**config.mk**
```make
export PLATFORM = sky130hd
export DESIGN_NAME = arrow_field_scheduler_flat
export DESIGN_NICKNAME = d
export VERILOG_FILES = /design/src/rtl/arrow_field_scheduler_if.sv /design/src/rtl/arrow_field_scheduler.sv /design/src/flat_wrapper.sv
export SDC_FILE = /design/constraint.sdc
export NUM_CORES = 1
export LEC_CHECK = 0
export CAP_MARGIN = 20
export CORE_AREA = 2 2 131 133
export CTS_BUF_LIST = sky130_fd_sc_hd__clkbuf_16
export CTS_CLUSTER_DIAMETER = 60
export DETAILED_ROUTE_END_ITERATION = 12
export DIE_AREA = 0 0 133 135
export HOLD_SLACK_MARGIN = 0.05
export MAX_ROUTING_LAYER = met4
export PLACE_DENSITY_LB_ADDON = 0.15
export SYNTH_ARGS = -nofsm -noshare
export SYNTH_HDL_FRONTEND = slang
export SYNTH_SLANG_ARGS = --single-unit
```
**constraint.sdc**
```tcl
create_clock -name clk -period 2.75 [get_ports clk]
set_input_delay 0.825 -clock clk [delete_from_list [all_inputs] [get_ports clk]]
set_output_delay 0.825 -clock clk [all_outputs]
set_load 0.01 [all_outputs]
```
**src/rtl/arrow_field_scheduler_if.sv**
```systemverilog
// arrow_field_scheduler_if: frame control, velocity RAM and draw_block signals; master = scheduler, slave = environment
interface arrow_field_scheduler_if #(
  parameter int VEL_ADDRW = 6
);
  logic                 frame_start;
  logic                 busy;
  logic                 frame_done;
  logic                 frame_overrun;
  logic [VEL_ADDRW-1:0] vel_addr;
  logic [95:0]          vel_data;
  logic                 block_start;
  logic                 block_done;
  logic [31:0]          block_x;
  logic [31:0]          block_y;
  logic [31:0]          xn;
  logic [31:0]          yn;
  logic [31:0]          mag;
  modport master (
    input  frame_start, vel_data, block_done,
    output busy, frame_done, frame_overrun, vel_addr, block_start, block_x, block_y, xn, yn, mag
  );
  modport slave (
    output frame_start, vel_data, block_done,
    input  busy, frame_done, frame_overrun, vel_addr, block_start, block_x, block_y, xn, yn, mag
  );
endinterface

```
**src/rtl/arrow_field_scheduler.sv**
```systemverilog
// arrow_field_scheduler: walks all tiles in raster order, fetches each tile's velocity and runs one draw_block pass per tile
// ports: clk, rst (sync active-high), bus (arrow_field_scheduler_if.master: frame control, velocity RAM, draw_block operands/handshake)
// ARROW_SKIP_ZERO_EN: when defined, tiles with zero magnitude are skipped without a draw_block pass
module arrow_field_scheduler #(
  parameter int DRAW_WIDTH  = 320,
  parameter int DRAW_HEIGHT = 240,
  parameter int BLOCK_SIZE  = 40,
  parameter int VEL_LATENCY = 2
) (
  input logic clk,
  input logic rst,
  arrow_field_scheduler_if.master bus
);
  localparam int BLOCKS_X   = DRAW_WIDTH / BLOCK_SIZE;
  localparam int BLOCKS_Y   = DRAW_HEIGHT / BLOCK_SIZE;
  localparam int NUM_BLOCKS = BLOCKS_X * BLOCKS_Y;
  localparam int VEL_ADDRW  = $clog2(NUM_BLOCKS);
  localparam int CW         = $clog2(BLOCKS_X + 1);
  localparam logic [31:0]          STEP     = 32'(BLOCK_SIZE) << 16;
  localparam logic [7:0]           LAT_M1   = 8'(VEL_LATENCY - 1);
  localparam logic [VEL_ADDRW-1:0] LAST     = VEL_ADDRW'(NUM_BLOCKS - 1);
  localparam logic [CW-1:0]        LAST_COL = CW'(BLOCKS_X - 1);
  typedef enum logic [2:0] {IDLE, FETCH, LAUNCH, WAIT, NEXT, FIN} state_t;
  state_t      state;
  logic [7:0]  cnt;
  logic [CW-1:0] col;
  logic [31:0] x_acc;
  logic [31:0] y_acc;
  logic        zero_skip;
`ifdef ARROW_SKIP_ZERO_EN
  assign zero_skip = bus.vel_data[31:0] == 32'd0;
`else
  assign zero_skip = 1'b0;
`endif
  always_ff @(posedge clk) begin
    if (rst) begin
      state             <= IDLE;
      cnt               <= '0;
      col               <= '0;
      x_acc             <= '0;
      y_acc             <= '0;
      bus.busy          <= 1'b0;
      bus.frame_done    <= 1'b0;
      bus.frame_overrun <= 1'b0;
      bus.block_start   <= 1'b0;
      bus.vel_addr      <= '0;
      bus.block_x       <= '0;
      bus.block_y       <= '0;
      bus.xn            <= '0;
      bus.yn            <= '0;
      bus.mag           <= '0;
    end else begin
      bus.block_start   <= 1'b0;
      bus.frame_done    <= 1'b0;
      bus.frame_overrun <= bus.frame_start && state != IDLE;
      case (state)
        IDLE: if (bus.frame_start) begin
          state        <= FETCH;
          cnt          <= LAT_M1;
          col          <= '0;
          x_acc        <= '0;
          y_acc        <= '0;
          bus.vel_addr <= '0;
          bus.busy     <= 1'b1;
        end
        FETCH: if (cnt == 8'd0) begin
          bus.xn          <= bus.vel_data[95:64];
          bus.yn          <= bus.vel_data[63:32];
          bus.mag         <= bus.vel_data[31:0];
          bus.block_x     <= x_acc;
          bus.block_y     <= y_acc;
          bus.block_start <= !zero_skip;
          state           <= zero_skip ? NEXT : LAUNCH;
        end else begin
          cnt <= cnt - 1'b1;
        end
        LAUNCH: state <= WAIT;
        WAIT: if (bus.block_done) state <= NEXT;
        NEXT: if (bus.vel_addr == LAST) begin
          state          <= FIN;
          bus.frame_done <= 1'b1;
        end else begin
          col          <= col == LAST_COL ? '0 : col + 1'b1;
          x_acc        <= col == LAST_COL ? '0 : x_acc + STEP;
          y_acc        <= col == LAST_COL ? y_acc + STEP : y_acc;
          bus.vel_addr <= bus.vel_addr + 1'b1;
          cnt          <= LAT_M1;
          state        <= FETCH;
        end
        FIN: begin
          state    <= IDLE;
          bus.busy <= 1'b0;
        end
        default: state <= IDLE;
      endcase
    end
  end
endmodule
```
**src/flat_wrapper.sv**
```systemverilog
// flat-port wrapper written by rule: the top's interface ports become plain ports
module arrow_field_scheduler_flat 
#(
  parameter int DRAW_WIDTH  = 320,
  parameter int DRAW_HEIGHT = 240,
  parameter int BLOCK_SIZE  = 40,
  parameter int VEL_LATENCY = 2
)
  (clk, rst, bus_frame_start, bus_vel_data, bus_block_done, bus_busy, bus_frame_done, bus_frame_overrun, bus_vel_addr, bus_block_start, bus_block_x, bus_block_y, bus_xn, bus_yn, bus_mag);
  arrow_field_scheduler_if bus_i ();
  input logic clk;
  input logic rst;
  input wire logic [$bits(bus_i.frame_start)-1:0] bus_frame_start;
  input wire logic [$bits(bus_i.vel_data)-1:0] bus_vel_data;
  input wire logic [$bits(bus_i.block_done)-1:0] bus_block_done;
  output wire logic [$bits(bus_i.busy)-1:0] bus_busy;
  output wire logic [$bits(bus_i.frame_done)-1:0] bus_frame_done;
  output wire logic [$bits(bus_i.frame_overrun)-1:0] bus_frame_overrun;
  output wire logic [$bits(bus_i.vel_addr)-1:0] bus_vel_addr;
  output wire logic [$bits(bus_i.block_start)-1:0] bus_block_start;
  output wire logic [$bits(bus_i.block_x)-1:0] bus_block_x;
  output wire logic [$bits(bus_i.block_y)-1:0] bus_block_y;
  output wire logic [$bits(bus_i.xn)-1:0] bus_xn;
  output wire logic [$bits(bus_i.yn)-1:0] bus_yn;
  output wire logic [$bits(bus_i.mag)-1:0] bus_mag;
  assign bus_i.frame_start = bus_frame_start;
  assign bus_i.vel_data = bus_vel_data;
  assign bus_i.block_done = bus_block_done;
  assign bus_busy = bus_i.busy;
  assign bus_frame_done = bus_i.frame_done;
  assign bus_frame_overrun = bus_i.frame_overrun;
  assign bus_vel_addr = bus_i.vel_addr;
  assign bus_block_start = bus_i.block_start;
  assign bus_block_x = bus_i.block_x;
  assign bus_block_y = bus_i.block_y;
  assign bus_xn = bus_i.xn;
  assign bus_yn = bus_i.yn;
  assign bus_mag = bus_i.mag;
  arrow_field_scheduler #(.DRAW_WIDTH(DRAW_WIDTH), .DRAW_HEIGHT(DRAW_HEIGHT), .BLOCK_SIZE(BLOCK_SIZE), .VEL_LATENCY(VEL_LATENCY)) u_core (.clk(clk), .rst(rst), .bus(bus_i));
endmodule
```
==> results_dict.tcl <==
set metrics [dict create \
    outcome "completed" \
    cp_slowest_cell "clkdlybuf4s50_1" \
    crit_required_ns 1.93 \
    criticalPathCategory "reg -> out" \
    grt_max_degree 124 \
    tightest_slew_ns 0.8799 \
    cts_sinks 173 \
    fp.dieH_um 135 \
    synth_cells 884 \
    r2r_end "u_core.cnt[0]$_SDFFE_PP0P_" \
    drt_iter0_drc 396 \
    grt.overflow.total 0 \
    synth.avg_cell_area_um2 8.069 \
    drive_gt1_share_pct 5.410 \
    syn_to_final_growth_pct 41.71 \
    tns_ns 0 \
    reg2reg_slack_ns 0.48 \
    async_flop_share_pct 0 \
    reg2reg_depth 6 \
    clkSlewWorstSetupHoldPaths_ns 0.06 \
    dp_hpwl_um 13270 \
    p_per_area_nw_per_um2 888.7 \
    cts_tree "done" \
    cts_max_level 4 \
    cts_max_path_buffers 2 \
    hold_buffers 0 \
    post_cts.repair.setup_buffers 0 \
    holdCritPathClass "reg -> reg" \
    r2r-start "u_core.bus.vel_addr[0]$_SDFFE_PP0P_" \
    cts_buffers 17 \
    antenna_found_initial 0 \
    fin_util_pct 61.61 \
    ctsResizeCount 0 \
    arrival_ns 1.49 \
    placedCellCount 1297 \
    maxCapViolations 0 \
    p_leak_uw 0.003522 \
    grt_pass1_vias 6124 \
    drcViolationCount 0 \
    pin_count 270 \
    ir_drop_mv 0.5132 \
    grt_pass1_wl_um 30790 \
    endpoint_kind "output pin" \
    die-area_um2 17960 \
    coreArea_um2 16410 \
    yosys_warnings 0 \
    drt_pass1_iterations 4 \
    seq_area_frac_synth_pct 48.55 \
    final.period_utilization_pct 84.07 \
    synth.ff_latch_count 173 \
    grt_util_all_layers_pct 21.79 \
    portBuffers 231 \
    gp_congestion 0.8063 \
    ant_nets 0 \
    synth_edf_count 0 \
    post_drt_wl_per_cell_um 14.58 \
    cp-start-kind "register" \
    critical-path-max-stage-delay_ns 0.59 \
    fmax_mhz 432.6 \
    fillCellCount 1475 \
    cp_top_family "buffers and inverters" \
    n_antenna_cell 0 \
    die_width_um 133 \
    relSlewSlack_pct 40.41 \
    nets 1202 \
    finalSetupViolations 0 \
    fin_crit_ns 2.312 \
    path_buf_inv 1 \
    vias 6681 \
    fin_cells 1329 \
    cts_root_buf "clkbuf_16" \
    maxSlewViolCount 0 \
    synth_cell_types 56 \
    final_common_cell "nand2_1" \
    ys.flop_type "dfxtp_1" \
    rsz0062_at_grt "no" \
    insertion_delay_ns 0.43 \
    finalHoldViolations 0 \
    crit_path_end "bus_vel_addr[4]" \
    startpoint "u_core.bus.vel_addr[4]$_SDFFE_PP0P_" \
    critPathMaxFanout 8 \
    finClkSkew_ns 0.01071 \
    crit_cells 1 \
    crit_chain "clkdlybuf4s50_1" \
    final_cell_mix "265 x nand2_1, 230 x clkdlybuf4s50_1, 173 x dfxtp_1" \
    synthesis.area_um2 7133 \
    totalWireLength_um 19380 \
    start_util_pct 43.48 \
    vias_per_cell 5.027 \
    std_cell_rows 47 \
]
-- cell type report --
class / count / area [um2] / area share, %
Multi-Input combinational cell: 645 / 3244 / 32.10
Sequential cell: 173 / 3463 / 34.26
Clock buffer: 17 / 425.4 / 4.208
Inverter: 8 / 30.03 / 0.2971
Tap cell: 220 / 275.3 / 2.723
Timing Repair Buffer: 251 / 2522 / 24.95
Clock inverter: 15 / 147.6 / 1.461
-- power by group --
part / leakage (uW) / internal [uW] / switching (uW)
clock: 0.000282 / 1340 / 1020
sequential: 0.00140 / 2980 / 311
combinational: 0.00184 / 1530 / 1810
-- metal layers --
metal | vias to the layer above | GRT usage [%] | part of all wire (%) | wire length [um]
met2 | 205 | 34.05 | 47 | 9085
li1 | 3385 | - | - | -
met4 | 0 | 7.766 | 2.1 | 404
met1 | 3060 | 27.95 | 46 | 8850
met3 | 31 | 4.767 | 5.4 | 1038
met5 | - | - | 0 | 0
-- synth_stat cells (all sizes together), types with 2 or more instances --
master	instances	area share, %
nor2b	2	0.18
buf	60	5.7
or3	20	1.8
nand3b	4	0.42
nand2	265	14
o211ai	4	0.56
and4	4	0.49
a31oi	5	0.44
dfxtp	173	49
nor2	14	0.74
inv	8	0.42
o31ai	11	1.2
a211o	2	0.25
mux2i	6	0.84
o22ai	2	0.18
nand2b	3	0.26
nor4	5	0.65
nand4b	2	0.25
or2	3	0.26
a22oi	2	0.21
nand3	18	1.3
a22o	2	0.25
a211oi	4	0.49
clkbuf	35	1.8
and3b	2	0.25
o21a	2	0.21
nor3b	3	0.39
a2bb2oi	2	0.25
nor3	6	0.49
and3	3	0.26
or4	11	1.2
o2111ai	3	0.37
nand4	5	0.44
a21oi	157	11
nor4b	4	0.70
ha	6	1.1
o21ai	15	1.1
-- state kept, by name, summed over array words and instances, names as in the netlist --
signal / flops
u_core.bus.block_start: 1
u_core.bus.block_x: 13
u_core.bus.block_y: 13
u_core.bus.busy: 1
u_core.bus.frame_done: 1
u_core.bus.frame_overrun: 1
u_core.bus.mag: 32
u_core.bus.vel_addr: 6
u_core.bus.xn: 32
u_core.bus.yn: 32
u_core.cnt: 8
u_core.col: 4
u_core.state: 3
u_core.x_acc: 13
u_core.y_acc: 13
-- kinds of logic (layout without fill, tap and decap cells) --
kind of cell	Yosys count	in the layout	share of synthesized area [%]
and+or+nand+nor	377	377	24.24
AOI/OAI and AO/OA	218	218	17.31
DFF	173	173	48.55
buffers and inverters	103	291	7.946
adders and majority gates	6	6	1.052
muxes	6	6	0.8420
other	1	38	0.05257
-- how the worst min path moves through the flow --
stage	from	slack, ns	end	cells past startpoint
final	u_core.bus.yn[6]$_SDFFE_PP0P_	0.45	u_core.bus.yn[6]$_SDFFE_PP0P_	2
after floorplan	u_core.x_acc[31]$_SDFFE_PP0P_	0.44	u_core.bus.block_x[31]$_SDFFE_PP0P_	2
after CTS	u_core.bus.xn[25]$_SDFFE_PP0P_	0.45	u_core.bus.xn[25]$_SDFFE_PP0P_	2
after global routing	u_core.bus.yn[12]$_SDFFE_PP0P_	0.47	u_core.bus.yn[12]$_SDFFE_PP0P_	2
after global placement	u_core.bus.block_x[23]$_SDFFE_PP0P_	0.44	u_core.bus.block_x[23]$_SDFFE_PP0P_	2
after detailed placement	u_core.bus.yn[10]$_SDFFE_PP0P_	0.45	u_core.bus.yn[10]$_SDFFE_PP0P_	2
-- tightest hold or removal path: cells and delay by family, from the launching register on --
family | cells | cell delay (ns)
AO/OA/AOI/OAI | 1 | 0.05
AND/OR/NAND/NOR | 1 | 0.05
flip-flops | 1 | 0.31
-- through the flow --
stage / setup WS, ns / power [uW] / hold slack, ns / cell area, um2
6_report: 0.4382 / 8984 / 0.4522 / 10110
4_1_cts: 0.4113 / 9060 / 0.4545 / 10110
3_5_place_dp: 0.1327 / 6685 / 0.4455 / 9535
3_3_place_gp: 0.1390 / 6647 / 0.4411 / 9535
2_1_floorplan: 0.7216 / 5239 / 0.4370 / 7272
5_1_grt: 0.2567 / 9567 / 0.4656 / 10110
No activity file was read; power rests on OpenSTA's default activity.
